<file path="config.mk">
export PLATFORM = sky130hd
export DESIGN_NAME = blink_remote_ctrl
export DESIGN_NICKNAME = d
export VERILOG_FILES = /design/src/rtl/blink_remote_ctrl_pkg.sv /design/src/rtl/blink_remote_ctrl_uart_rx.sv /design/src/rtl/blink_remote_ctrl.sv
export SDC_FILE = /design/constraint.sdc
export NUM_CORES = 1
export LEC_CHECK = 0
export CAP_MARGIN = 10
export CORE_UTILIZATION = 50
export CTS_BUF_LIST = sky130_fd_sc_hd__clkbuf_16
export DETAILED_ROUTE_END_ITERATION = 16
export PLACE_DENSITY = 0.72
export SLEW_MARGIN = 40
export SYNTH_ARGS = -nofsm -noshare
export SYNTH_HDL_FRONTEND = slang
export SYNTH_SLANG_ARGS = --single-unit
export TNS_END_PERCENT = 5
</file>
<file path="constraint.sdc">
create_clock -name clk -period 4.7 [get_ports clk]
set_input_delay 0.705 -clock clk [delete_from_list [all_inputs] [get_ports clk]]
set_output_delay 0.705 -clock clk [all_outputs]
set_load 0.05 [all_outputs]
</file>
<file path="src/rtl/blink_remote_ctrl_pkg.sv">
// Shared definitions for the UART-commanded blinker control stage:
// opcodes, FSM state encodings and the timing constants derived from
// the clock and baud rate.
package blink_remote_ctrl_pkg;

    // Command opcodes (ASCII 'E', 'M', 'P')
    localparam logic [7:0] OP_EN   = 8'h45;
    localparam logic [7:0] OP_MASK = 8'h4D;
    localparam logic [7:0] OP_PER  = 8'h50;

    // Receiver states; RX_BREAK waits for the line to go idle after a bad stop bit
    typedef enum logic [2:0] {
        RX_IDLE,
        RX_START,
        RX_DATA,
        RX_STOP,
        RX_BREAK
    } rx_state_t;

    // Command parser states
    typedef enum logic {
        P_OP,
        P_ARG
    } parser_state_t;

    // Derivations used by the top level for any parameter set
    function automatic int unsigned calc_clks_per_bit(input int unsigned clk_freq,
                                                      input int unsigned baud);
        return clk_freq / baud;
    endfunction

    function automatic int unsigned calc_ticks_10ms(input int unsigned clk_freq);
        return clk_freq / 100;
    endfunction

    function automatic int unsigned calc_default_half_cyc(input int unsigned clk_freq,
                                                          input int unsigned half_ms);
        return half_ms * (clk_freq / 1000);
    endfunction

    // Half-period for a 'P' argument: 10 ms units, an argument of 0 means 10 ms
    function automatic logic [31:0] half_from_arg(input logic [7:0]  arg,
                                                  input logic [31:0] ticks_10ms);
        logic [7:0] arg_eff;
        arg_eff = (arg == 8'd0) ? 8'd1 : arg;
        return 32'(arg_eff) * ticks_10ms;
    endfunction

    // Constants at the default 25 MHz / 115200 baud / 500 ms configuration
    localparam int unsigned CLKS_PER_BIT     = calc_clks_per_bit(25_000_000, 115_200);
    localparam int unsigned TICKS_10MS       = calc_ticks_10ms(25_000_000);
    localparam int unsigned DEFAULT_HALF_CYC = calc_default_half_cyc(25_000_000, 500);

endpackage

</file>
<file path="src/rtl/blink_remote_ctrl_uart_rx.sv">
// 8N1 UART receiver: two-flop synchronizer on rx, mid-bit sampling,
// one-cycle byte_valid on a good stop bit, one-cycle frame_err on a bad one.
module uart_rx_core
    import blink_remote_ctrl_pkg::*;
#(
    parameter int unsigned BIT_CLKS = 10
) (
    input  logic       clk,
    input  logic       rst,
    input  logic       rx,
    output logic [7:0] byte_data,
    output logic       byte_valid,
    output logic       frame_err
);

    localparam int unsigned      CNT_W    = $clog2(BIT_CLKS + 1);
    localparam logic [CNT_W-1:0] CNT_HALF = CNT_W'(BIT_CLKS / 2 - 1);
    localparam logic [CNT_W-1:0] CNT_LAST = CNT_W'(BIT_CLKS - 1);

    logic             rx_meta;
    logic             rx_sync;
    logic             rx_prev;
    rx_state_t        state,      state_next;
    logic [CNT_W-1:0] cnt,        cnt_next;
    logic [2:0]       bit_idx,    bit_next;
    logic [7:0]       shreg,      shreg_next;
    logic             valid_next;
    logic             ferr_next;

    // Synchronize rx and keep one extra stage for falling-edge detection
    always_ff @(posedge clk) begin
        if (rst) begin
            rx_meta <= 1'b1;
            rx_sync <= 1'b1;
            rx_prev <= 1'b1;
        end else begin
            // NOTE: non-blocking so the three stages shift together on one edge.
            rx_meta <= rx;
            rx_sync <= rx_meta;
            rx_prev <= rx_sync;
        end
    end

    // Receiver state, bit timing and shift register
    always_ff @(posedge clk) begin
        if (rst) begin
            state      <= RX_IDLE;
            cnt        <= '0;
            bit_idx    <= '0;
            shreg      <= '0;
            byte_valid <= 1'b0;
            frame_err  <= 1'b0;
        end else begin
            state      <= state_next;
            cnt        <= cnt_next;
            bit_idx    <= bit_next;
            shreg      <= shreg_next;
            byte_valid <= valid_next;
            frame_err  <= ferr_next;
        end
    end

    // Next-state logic: sample mid-bit, shift LSB first, check the stop bit
    always_comb begin
        // NOTE: every signal gets a default first so no path infers a latch.
        state_next = state;
        cnt_next   = cnt;
        bit_next   = bit_idx;
        shreg_next = shreg;
        valid_next = 1'b0;
        ferr_next  = 1'b0;
        unique case (state)
            RX_IDLE: begin
                if (rx_prev && !rx_sync) begin
                    state_next = RX_START;
                    cnt_next   = '0;
                    bit_next   = '0;
                end
            end
            RX_START: begin
                if (cnt == CNT_HALF) begin
                    cnt_next   = '0;
                    // Line back high at mid start bit: a glitch, not a frame
                    state_next = rx_sync ? RX_IDLE : RX_DATA;
                end else begin
                    cnt_next = cnt + CNT_W'(1);
                end
            end
            RX_DATA: begin
                if (cnt == CNT_LAST) begin
                    cnt_next   = '0;
                    shreg_next = {rx_sync, shreg[7:1]};
                    if (bit_idx == 3'd7) begin
                        state_next = RX_STOP;
                    end else begin
                        bit_next = bit_idx + 3'd1;
                    end
                end else begin
                    cnt_next = cnt + CNT_W'(1);
                end
            end
            RX_STOP: begin
                if (cnt == CNT_LAST) begin
                    cnt_next = '0;
                    if (rx_sync) begin
                        valid_next = 1'b1;
                        state_next = RX_IDLE;
                    end else begin
                        ferr_next  = 1'b1;
                        state_next = RX_BREAK;
                    end
                end else begin
                    cnt_next = cnt + CNT_W'(1);
                end
            end
            RX_BREAK: begin
                if (rx_sync) begin
                    state_next = RX_IDLE;
                end
            end
            default: state_next = RX_IDLE;
        endcase
    end

    assign byte_data = shreg;

endmodule

</file>
<file path="src/rtl/blink_remote_ctrl.sv">
// UART-commanded configuration for the LED blinker: decodes 2-byte
// (opcode, argument) commands and owns half_period, blink_en and led_mask.
module blink_remote_ctrl
    import blink_remote_ctrl_pkg::*;
#(
    parameter int unsigned CLK_FREQ        = 25_000_000,
    parameter int unsigned BAUD            = 115_200,
    parameter int unsigned DEFAULT_HALF_MS = 500
) (
    input  logic        clk,
    input  logic        rst,
    input  logic        rx,
    output logic [31:0] half_period,
    output logic        blink_en,
    output logic [7:0]  led_mask,
    output logic        cmd_valid,
    output logic        cmd_err,
    output logic        frame_err
);

    localparam int unsigned BIT_CLKS       = calc_clks_per_bit(CLK_FREQ, BAUD);
    localparam logic [31:0] TMO_TICKS      = 32'(calc_ticks_10ms(CLK_FREQ));
    localparam logic [31:0] RESET_HALF_CYC = 32'(calc_default_half_cyc(CLK_FREQ, DEFAULT_HALF_MS));

    logic [7:0]    byte_data;
    logic          byte_valid;
    parser_state_t p_state, p_next;
    logic [7:0]    op_reg,  op_next;
    logic [31:0]   tmo_cnt, tmo_next;
    logic [31:0]   hp_next;
    logic          en_next;
    logic [7:0]    mask_next;
    logic          valid_next;
    logic          err_next;

    uart_rx_core #(
        .BIT_CLKS (BIT_CLKS)
    ) u_rx (
        .clk        (clk),
        .rst        (rst),
        .rx         (rx),
        .byte_data  (byte_data),
        .byte_valid (byte_valid),
        .frame_err  (frame_err)
    );

    // Parser state, timeout counter and blinker configuration registers
    always_ff @(posedge clk) begin
        if (rst) begin
            p_state     <= P_OP;
            op_reg      <= '0;
            tmo_cnt     <= '0;
            half_period <= RESET_HALF_CYC;
            blink_en    <= 1'b1;
            led_mask    <= 8'h01;
            cmd_valid   <= 1'b0;
            cmd_err     <= 1'b0;
        end else begin
            p_state     <= p_next;
            op_reg      <= op_next;
            tmo_cnt     <= tmo_next;
            half_period <= hp_next;
            blink_en    <= en_next;
            led_mask    <= mask_next;
            cmd_valid   <= valid_next;
            cmd_err     <= err_next;
        end
    end

    // Opcode/argument sequencing; a received argument takes priority over the timeout
    always_comb begin
        p_next     = p_state;
        op_next    = op_reg;
        tmo_next   = tmo_cnt;
        hp_next    = half_period;
        en_next    = blink_en;
        mask_next  = led_mask;
        valid_next = 1'b0;
        err_next   = 1'b0;
        unique case (p_state)
            P_OP: begin
                if (byte_valid) begin
                    op_next  = byte_data;
                    tmo_next = '0;
                    p_next   = P_ARG;
                end
            end
            P_ARG: begin
                if (byte_valid) begin
                    p_next     = P_OP;
                    valid_next = 1'b1;
                    case (op_reg)
                        OP_EN:   en_next   = byte_data[0];
                        OP_MASK: mask_next = byte_data;
                        OP_PER:  hp_next   = half_from_arg(byte_data, TMO_TICKS);
                        default: begin
                            // Unknown opcode: argument consumed, nothing applied
                            valid_next = 1'b0;
                            err_next   = 1'b1;
                        end
                    endcase
                end else if (tmo_cnt == TMO_TICKS - 32'd1) begin
                    err_next = 1'b1;
                    p_next   = P_OP;
                end else begin
                    tmo_next = tmo_cnt + 32'd1;
                end
            end
            default: p_next = P_OP;
        endcase
    end

endmodule

</file>
==> impl_metrics.yaml <==
critical_path:
  crit_type: "reg -> reg"
  required_ns: 4.93
  critPathMaxFanout: 6
  arrival_ns: 4.68
  critPathCaptureType: "flip-flop"
  cp-start-kind: "flip-flop"
layout:
  layout_common_cells: "100 x dfxtp_1, 84 x nor2_1, 60 x ha_1"
  fin_nets: 806
  regMostFlops: "tmo_cnt"
  layout_commonest_cell: "dfxtp_1"
  drive_above_1_share: 0.0724
  diodes: 0
  regArea_mm2: 0.00202
  fin_cells: 875
  multi_input_area_mm2: 0.00375
  largest_reg_flops: 32
  area_growth_pct: 12.7
  reg_top3: "tmo_cnt x32, half_period x22"
  final_core_util: 0.589
  fillers: 1035
sta:
  finalCritPeriodShare: 0.947
  worst_pin_slew_ns: 0.677
  whs_ns: 0.411
  hold_viol: 0
  rsz0062_at_grt: "false"
  maxSlewViolCount: 0
  finClkSkew_ns: 0.00581
  slew_headroom: 0.549
  setup_tns_ns: 0
  layout_min_cycle_time_ns: 4.45
  layout_setup_ws_ns: 0.248
  setup-violations-final: 0
  fmax_ghz: 0.225
clock_network:
  ctsHoldBuffers: 0
  clk_transition_reported_paths_ns: 0.07
  clkSinkCount: 101
  cts_buffers: 9
  insertion_delay_ns: 0.36
  clockBufferDepth: 2
  cts_tree: "yes"
  cts_root_buffer: "clkbuf_16"
  h-tree-depth: 3
grt:
  antenna_found_initial: 0
  met1_usage: 0.276
  gr-usage-met3: 0.0410
  grt_use_met2: 0.353
  grt.busiest_layer: "met2"
  overflow: 0
  grt_pass1_vias: 4664
  grt_max_degree: 53
  grt_first_pass_wirelength_um: 21600
  groute.usage.overall: 0.212
route:
  drtIter0Drc: 299
  wl_per_cell_um: 14.3
  wirelength_um: 12500
  drt_pre_antenna_iters: 4
  drc_errors: 0
  viasPerCell: 5.60
  ant_nets: 0
  num_vias: 4896
synth:
  syn_area_mm2: 0.00610
  synth_edf_count: 0
  avgSynthCellArea_um2: 8.75
  ys_types: 68
  yosysWarningCount: 0
  synth_cells: 697
  ys_ff_latch: 101
  ys_seq_area_frac: 0.332
  ys.flop_type: "dfxtp_1"
  synthArstFlopShare: 0
floorplan:
  die_h_um: 112
  dieWidth_um: 112
  core_area_mm2: 0.0117
  rows: 39
  fp.dieArea_mm2: 0.0126
  start_util: 0.523
  io-pin-count: 47
placement:
  port_buffers: 36
  dp_cells: 857
  gp_congestion: 0.858
  dp_slack_ns: 0.139
  dp_hpwl_um: 9280
run:
  cap_viol_max_count: 0
power:
  p_per_area_mw_per_mm2: 239
  leakage_nw: 2.89
  vdd_drop_max_mv: 0.154
worst_hold_path:
  hold_path.class: "reg -> reg"
status:
  status: "completed"
==> cell usage after synthesis, drive strengths merged, types with 18 or more instances <==
cell,number,area share
inv,45,0.028
o21ai,25,0.021
dfxtp,101,0.33
ha,60,0.12
a21oi,42,0.035
clkbuf,24,0.015
nand3,24,0.021
nand4,18,0.023
xnor2,19,0.027
mux2i,21,0.034
nor2,85,0.053
nand2,57,0.036
==> area by class of cell <==
class	instances	share of cell area
Clock inverter	7	0.0100
Multi-Input combinational cell	520	0.546
Tap cell	143	0.0260
Sequential cell	101	0.294
Clock buffer	9	0.0328
Inverter	46	0.0251
Timing Repair Buffer	49	0.0659
==> stage by stage <==
stage | total power, mW | area [um^2]
3_5_place_dp | 0.930 | 6560
4_1_cts | 1.66 | 6850
5_1_grt | 1.70 | 6870
6_report | 1.64 | 6870
2_1_floorplan | 0.927 | 6130
3_3_place_gp | 0.929 | 6560
==> routing by layer <==
layer  share of wire  up-vias
li1                -     2457
met1            0.48     2335
met2            0.47       91
met3           0.035       13
met4           0.013        0
met5               0        -
==> worst max-delay path: stages (launching register included) <==
cell,delay (ns)
dfxtp_1,0.31
inv_1,0.12
ha_1,0.18
nand4_1,0.20
nand3_1,0.14
o21ai_0,0.16
ha_1,0.34
ha_1,0.32
fa_1,0.51
inv_1,0.06
fa_1,0.53
inv_1,0.04
ha_1,0.32
or2_2,0.31
and3_1,0.20
a211o_1,0.27
a211oi_1,0.23
o41ai_1,0.08
==> timing repair <==
item                                    CTS  global route
endpoints found under the setup margin    0             3
endpoints found under the hold margin     0             0
setup buffers                             0             2
gates resized for setup                   0             2
==> cells by family (layout without fill, tap and decap cells) <==
group,after synthesis,in the layout,synth area share
multiplexers,23,23,0.0382
XOR/XNOR,36,36,0.0517
AND/OR/NAND/NOR,265,265,0.226
adder cells (fa/ha/maj),76,76,0.176
buffers and inverters,85,111,0.0597
other,1,10,0.000615
flip-flops,101,101,0.332
AO/OA/AOI/OAI,110,110,0.116
==> path summary, 6_finish.rpt <==
check | start | to | slack, ns | cells past startpoint
worst max register to register | u_rx.byte_data[7]$_SDFFE_PP0P_ | half_period[22]$_SDFFE_PP0P_ | 0.25 | 17
worst max-delay path | u_rx.byte_data[7]$_SDFFE_PP0P_ | half_period[22]$_SDFFE_PP0P_ | 0.25 | 17
worst min-delay path | u_rx.rx_meta$_SDFF_PP1_ | u_rx.rx_sync$_SDFF_PP1_ | 0.41 | 1
worst min register to register | u_rx.rx_meta$_SDFF_PP1_ | u_rx.rx_sync$_SDFF_PP1_ | 0.41 | 1
==> power breakdown <==
part / internal, mW / switching [mW]
clock network: 0.372 / 0.358
logic: 0.00896 / 0.0408
registers: 0.857 / 0.00296
No activity file was read; power rests on OpenSTA's default activity.
==> variant 1, RTL diff (same flow settings) <==
`op_reg` no longer has a reset.
--- a/src/rtl/blink_remote_ctrl.sv
+++ b/src/rtl/blink_remote_ctrl.sv
@@ -48,7 +48,6 @@
     always_ff @(posedge clk) begin
         if (rst) begin
             p_state     <= P_OP;
-            op_reg      <= '0;
             tmo_cnt     <= '0;
             half_period <= RESET_HALF_CYC;
             blink_en    <= 1'b1;
@@ -57,7 +56,6 @@
             cmd_err     <= 1'b0;
         end else begin
             p_state     <= p_next;
-            op_reg      <= op_next;
             tmo_cnt     <= tmo_next;
             half_period <= hp_next;
             blink_en    <= en_next;
@@ -65,6 +63,10 @@
             cmd_valid   <= valid_next;
             cmd_err     <= err_next;
         end
+    end
+
+    always_ff @(posedge clk) begin
+        op_reg <= op_next;
     end
 
     // Opcode/argument sequencing; a received argument takes priority over the timeout
Behaviour: no difference found for any inputs over 10 cycles, from zero or initial values and one cycle with rst high; that may be too few to reach the edited logic, so the function may still have changed.
==> variant 1 against the unedited design <==
  * Worst setup slack improved by 0.068 ns
  * Area after synthesis rose by 5.7%
  * Design area rose by 5.0%
  * Largest cell class unchanged
  * Hold slack improved by 0.0086 ns
  * Wire length up 17%
  * Sequential cell count unchanged
  * Total power about the same
  * Synthesized cell count rose by 4.0%
  * Critical path depth stayed put
  * Non-clock buffer count is the same
==> variant 1: results (changes against the unedited design) <==
* Fraction of met2 tracks used by global routing at 37.6% (+2.3 points)
* DRC violation total after the first TritonRoute iteration at 354 (+18%)
* Dominant register cell in the synthesized netlist: dfxtp_1
* Length of routed wiring on met1 at 6740 um (+11%)
* DR WL met3 at 506 um (+14%)
* Number of distinct library cells after synthesis at 77 (+13%)
* Final Wtd Congestion at 0.868 (+1.2%)
* Iteration count of the initial detailed-routing pass at 4 (unchanged)
* Final std cells w/o fill at 930 (+6.3%)
* Largest driver fanout on the critical path at 8 (+2)
* Share of post-route cells with drive strength above 1 at 6.86% (-0.38 points)
* Switching power of the nets at 0.395 mW (-1.7%)
* Synth Warn # at 0 (unchanged)
* Post-Synthesis Cells at 725 (+4.0%)
* Result of the run: finished, final reports clean
* Post-DP HPWL at 10900 um (+17%)
* Initial antenna violation count at 0 (unchanged)
* Inst Count DP at 914 (+6.7%)
* Core Area at 12600 um2 (+7.8%)
* Top flop regs: tmo_cnt x32, half_period x22
* Worst Reg-to-Reg Cells at 17 (unchanged)
* Total length of routed met2 wires at 7110 um (+21%)
* Slew at the pin closest to its max-slew limit at 0.785 ns (+0.108 ns)
* Clock root buffer master: clkbuf_16
* Static leakage at 3.09 nW (+6.9%)
* Number of global-route vias before repair at 4996 (+7.1%)
* # nets final at 834 (+3.5%)
* Number of buffers inserted by port buffering at 36 (unchanged)
* Total CTS buffers at 9 (unchanged)
* Via count of the routed design at 5409 (+10%)
* Worst-case clock skew at 0.00372 ns (-0.00209 ns)
* Number of enable flip-flop cells after synthesis at 8 (+8)
* Share of flip-flops with an asynchronous set or reset after synthesis at 0% (unchanged)
* Antenna diode count at 0 (unchanged)
* Minimum setup slack after placement at 0.0676 ns (-0.0718 ns)
* Sum of internal, switching and leakage power at 1.64 mW (about the same)
* Clk pin slew, worst setup/hold paths at 0.07 ns (about the same)
* Maximum number of pins on one net before global-route repair at 50 (-5.7%)
* Total routing usage reported by global routing at 22.9% (+1.7 points)
* Met3 Use GR at 3.24% (-0.86 points)
* Top post-synthesis cells by count: dfxtp_1 (93), nor2_1 (67), ha_1 (60), nand2_1 (60), a21oi_1 (46)
* Worst skew pair latency at 0.35 ns
* Comb pwr share at 5.8% (+2.8 points)
* Wire length of the first global-routing pass at 24100 um (+12%)
* Number of cells traversed by the worst hold path at 1 (unchanged)
* Wire per inst at 15.8 um (+10%)
* Dpl cell area at 6940 um2 (+5.8%)
* Leading post-synthesis cells by cell area: dfxtp_1 (29%), ha_1 (12%), fa_1 (5.0%)
* Number of buffers inserted to repair setup after CTS at 0 (unchanged)
* Data arrival time at the worst-slack endpoint at 4.66 ns (-0.02 ns)
* GR Layer Usage met1 at 30.0% (+2.4 points)
* Maximum level of the CTS H-tree at 3 (unchanged)
* Sequential fraction of the synthesis area at 32.6% (-0.55 points)
* Maximum clock insertion buffer count at 2 (unchanged)
* Clk. pwr at 0.661 mW (-9.5%)
* Worst vdd rail ir drop at 0.000186 V (+20%)
==> variant 1: cell count changes after synthesis, moves of 6 or more <==
cell and change:
xnor2_1 -9, o21ai_0 -7, or4_1 +8, nor2_1 -17
a31oi_1 +6, o211ai_1 +6, xor2_1 -7, dfxtp_1 -8
mux2i_1 +6, edfxtp_1 +8
==> variant 1: final timing paths <==
path / from / endpoint / slack, ns
worst min register to register: u_rx.rx_meta$_SDFF_PP1_ / u_rx.rx_sync$_SDFF_PP1_ / 0.42
worst min-delay path: u_rx.rx_meta$_SDFF_PP1_ / u_rx.rx_sync$_SDFF_PP1_ / 0.42
worst max-delay path: u_rx.byte_data[6]$_SDFFE_PP0P_ / half_period[25]$_SDFFE_PP0P_ / 0.32
worst max register to register: u_rx.byte_data[6]$_SDFFE_PP0P_ / half_period[25]$_SDFFE_PP0P_ / 0.32
==> variant 1: cell type report <==
class,instances,area [um2]
well taps,172,215
clock inverters,5,20.0
inverters,43,161
flip-flops and latches,101,2100
clock buffers,9,225
repair buffers,49,453
fillers,1150,5360
multi-input cells,551,4030
==> variant 1: critical path: stages, from the launching register on <==
cell,delay [ns]
dfxtp_1,0.34
inv_2,0.07
ha_1,0.21
nand4_1,0.21
nand2_2,0.13
mux2i_2,0.22
ha_1,0.29
ha_1,0.33
fa_1,0.51
inv_1,0.05
fa_1,0.54
inv_1,0.04
ha_2,0.38
nand4_1,0.13
buf_4,0.18
or3_1,0.32
o21a_1,0.17
o211ai_1,0.17
==> variant 1: cell families after synthesis <==
family / after synthesis / share of synthesized area, %
adders and majority gates: 76 / 16.6
muxes: 30 / 4.72
DFF: 101 / 32.6
AOI/OAI and AO/OA: 134 / 13.7
other: 1 / 0.0582
buffers and inverters: 82 / 5.55
xor gates and xnor gates: 20 / 2.72
and+or+nand+nor: 281 / 24.0
==> variant 2, RTL diff (config.mk and constraints unchanged) <==
Made on the original files. Change the parameter `CLK_FREQ` from 25_000_000 to 50_000_000.
--- a/src/rtl/blink_remote_ctrl.sv
+++ b/src/rtl/blink_remote_ctrl.sv
@@ -3,7 +3,7 @@
 module blink_remote_ctrl
     import blink_remote_ctrl_pkg::*;
 #(
-    parameter int unsigned CLK_FREQ        = 25_000_000,
+    parameter int unsigned CLK_FREQ        = 50_000_000,
     parameter int unsigned BAUD            = 115_200,
     parameter int unsigned DEFAULT_HALF_MS = 500
 ) (
Behaviour: not the same (Yosys sat finds a counterexample within 4 cycles, from zero or initial values and one cycle with rst high).
==> variant 2 against the unedited design <==
  * The run now ends with design-rule violations left
  * Sequential power is 0.9% higher
  * Worst setup slack improved by 0.029 ns
  * Wire length increased by 6.1%
  * Synthesized cell count grew 1.4%
  * Sequential cell count grew 1
  * Total power up 2.1%
  * Design area grew 0.86%
  * Area after synthesis is 0.31% lower
  * Largest power group unchanged
==> variant 2: results (changes against the unedited design) <==
* Share of post-route cells with drive strength above 1 at 7.37% (+0.13 points)
* Result of the run: finished, violations left
* Top flop regs: tmo_cnt x32, half_period x22, u_rx.cnt x9
* Number of global-route vias before repair at 4796 (+2.8%)
* Post-DP HPWL at 9820 um (+5.9%)
* Critical register-to-register path endpoint: half_period[26]$_SDFFE_PP0P_
* Sequential fraction of the synthesis area at 33.6% (+0.43 points)
* Leading post-synthesis cells by cell area: dfxtp_1 (34%), ha_1 (13%), nor2_1 (6.2%)
* Top post-synthesis cells by count: dfxtp_1 (102), nor2_1 (101), nand2_1 (67), ha_1 (61)
* Achievable frequency at 226 MHz (+0.66%)
* Total CTS buffers at 9 (unchanged)
* Dpl cell area at 6570 um2 (+0.17%)
* Final Wtd Congestion at 0.889 (+3.7%)
* Mapped Avg Cell Area at 8.60 um2 (-1.7%)
* Slew at the pin closest to its max-slew limit at 0.784 ns (+0.107 ns)
* Critical Path Start: u_rx.byte_data[2]$_SDFFE_PP0P_
* Via count of the routed design at 4950 (+1.1%)
* Worst vdd rail ir drop at 0.000178 V (+15%)
* Number of distinct library cells after synthesis at 59 (-13%)
* Minimum setup slack after placement at 0.111 ns (-0.0283 ns)
* # nets final at 821 (+1.9%)
* Failing checks: design-rule violations
* Switching power share of the total at 23.2% (-1.3 points)
* Static leakage at 2.89 nW (about the same)
* Peak per-stage delay on the critical path at 0.55 ns (+0.02 ns)
* Final wirelength at 13300 um (+6.1%)
* DRC errors left at 2 (+2)
* Worst Hold Slack at 0.416 ns (+0.00508 ns)
* Wire length of the first global-routing pass at 22400 um (+3.7%)
* Total routing usage reported by global routing at 22.3% (+1.1 points)
* Inst Count DP at 872 (+1.8%)
* Wire per inst at 14.9 um (+4.4%)
* DRC violation total after the first TritonRoute iteration at 260 (-13%)
* Maximum number of pins on one net before global-route repair at 35 (-34%)
* Iteration count of the initial detailed-routing pass at 10 (+6)
[variant 2: changes by cell type in the layout (fill, tap and decap cells not counted), sizes merged, moves of 5 or more]
cell | unedited run | this run
a21o | 2 | 7
a21oi | 42 | 48
and2 | 12 | 5
or3 | 15 | 5
nor4b | 5 | 10
nand3 | 24 | 12
nor3 | 13 | 6
nand2 | 57 | 67
a211oi | 7 | 2
nor2 | 85 | 103
[variant 2: cell families after synthesis]
group	after synthesis	share of synthesized area (%)
flops	102	33.6
other cells	1	0.0617
simple gates	267	21.5
xor+xnor	43	6.20
buf+inv	85	6.07
mux	22	3.69
compound gates	110	11.0
fa+ha+maj	77	17.8
[variant 2: power by group through the flow]
stage	Clock (mW)	Sequential, mW	Combinational [mW]
after floorplan	0	0.888	0.0535
after global placement	0	0.889	0.0542
after detailed placement	0	0.889	0.0558
after CTS	0.764	0.869	0.0562
after global routing	0.807	0.868	0.0613
final	0.750	0.868	0.0563
[variant 2: worst register-to-register path, cell delays in order (launching register included)]
cell and delay, ns:
dfxtp_2 0.37, inv_2 0.07, ha_1 0.19, nand3_1 0.12
nor3_2 0.07, buf_4 0.17, nor2_4 0.12, buf_4 0.15
ha_1 0.14, inv_1 0.05, fa_1 0.49, inv_1 0.05
ha_1 0.27, inv_1 0.05, fa_1 0.55, inv_1 0.05
ha_1 0.33, and3_4 0.20, o211ai_1 0.09, nand4b_1 0.20
a221oi_2 0.31, xnor2_1 0.11, o31ai_1 0.21
[variant 2: layer usage]
metal	vias up	share of wire, %	track usage, %
li1	2475	-	-
met1	2388	46	27.5
met2	71	49	38.5
met3	16	3.3	5.94
met4	0	1.4	5.87
met5	-	0	0
[variant 2: final cells by class]
class	instances	area, um2
Multi-Input combinational cell	529	3760
Clock inverter	7	65.1
Fill cell	1050	4680
Inverter	48	180
Tap cell	143	179
Timing Repair Buffer	51	468
Clock buffer	9	225
Sequential cell	102	2050
[variant 2: what timing repair did]
item / CTS / global route
buffers inserted: 0 / 1
gates resized for setup: 0 / 12
endpoints found under the setup margin: 0 / 2
[variant 2: worst min path at each step]
stage,end,depth (start not counted),from
after floorplan,u_rx.rx_sync$_SDFF_PP1_,1,u_rx.rx_meta$_SDFF_PP1_
after global placement,u_rx.rx_sync$_SDFF_PP1_,1,u_rx.rx_meta$_SDFF_PP1_
after detailed placement,u_rx.rx_sync$_SDFF_PP1_,1,u_rx.rx_meta$_SDFF_PP1_
after CTS,u_rx.rx_sync$_SDFF_PP1_,1,u_rx.rx_meta$_SDFF_PP1_
after global routing,u_rx.rx_sync$_SDFF_PP1_,1,u_rx.rx_meta$_SDFF_PP1_
final,u_rx.rx_sync$_SDFF_PP1_,1,u_rx.rx_meta$_SDFF_PP1_
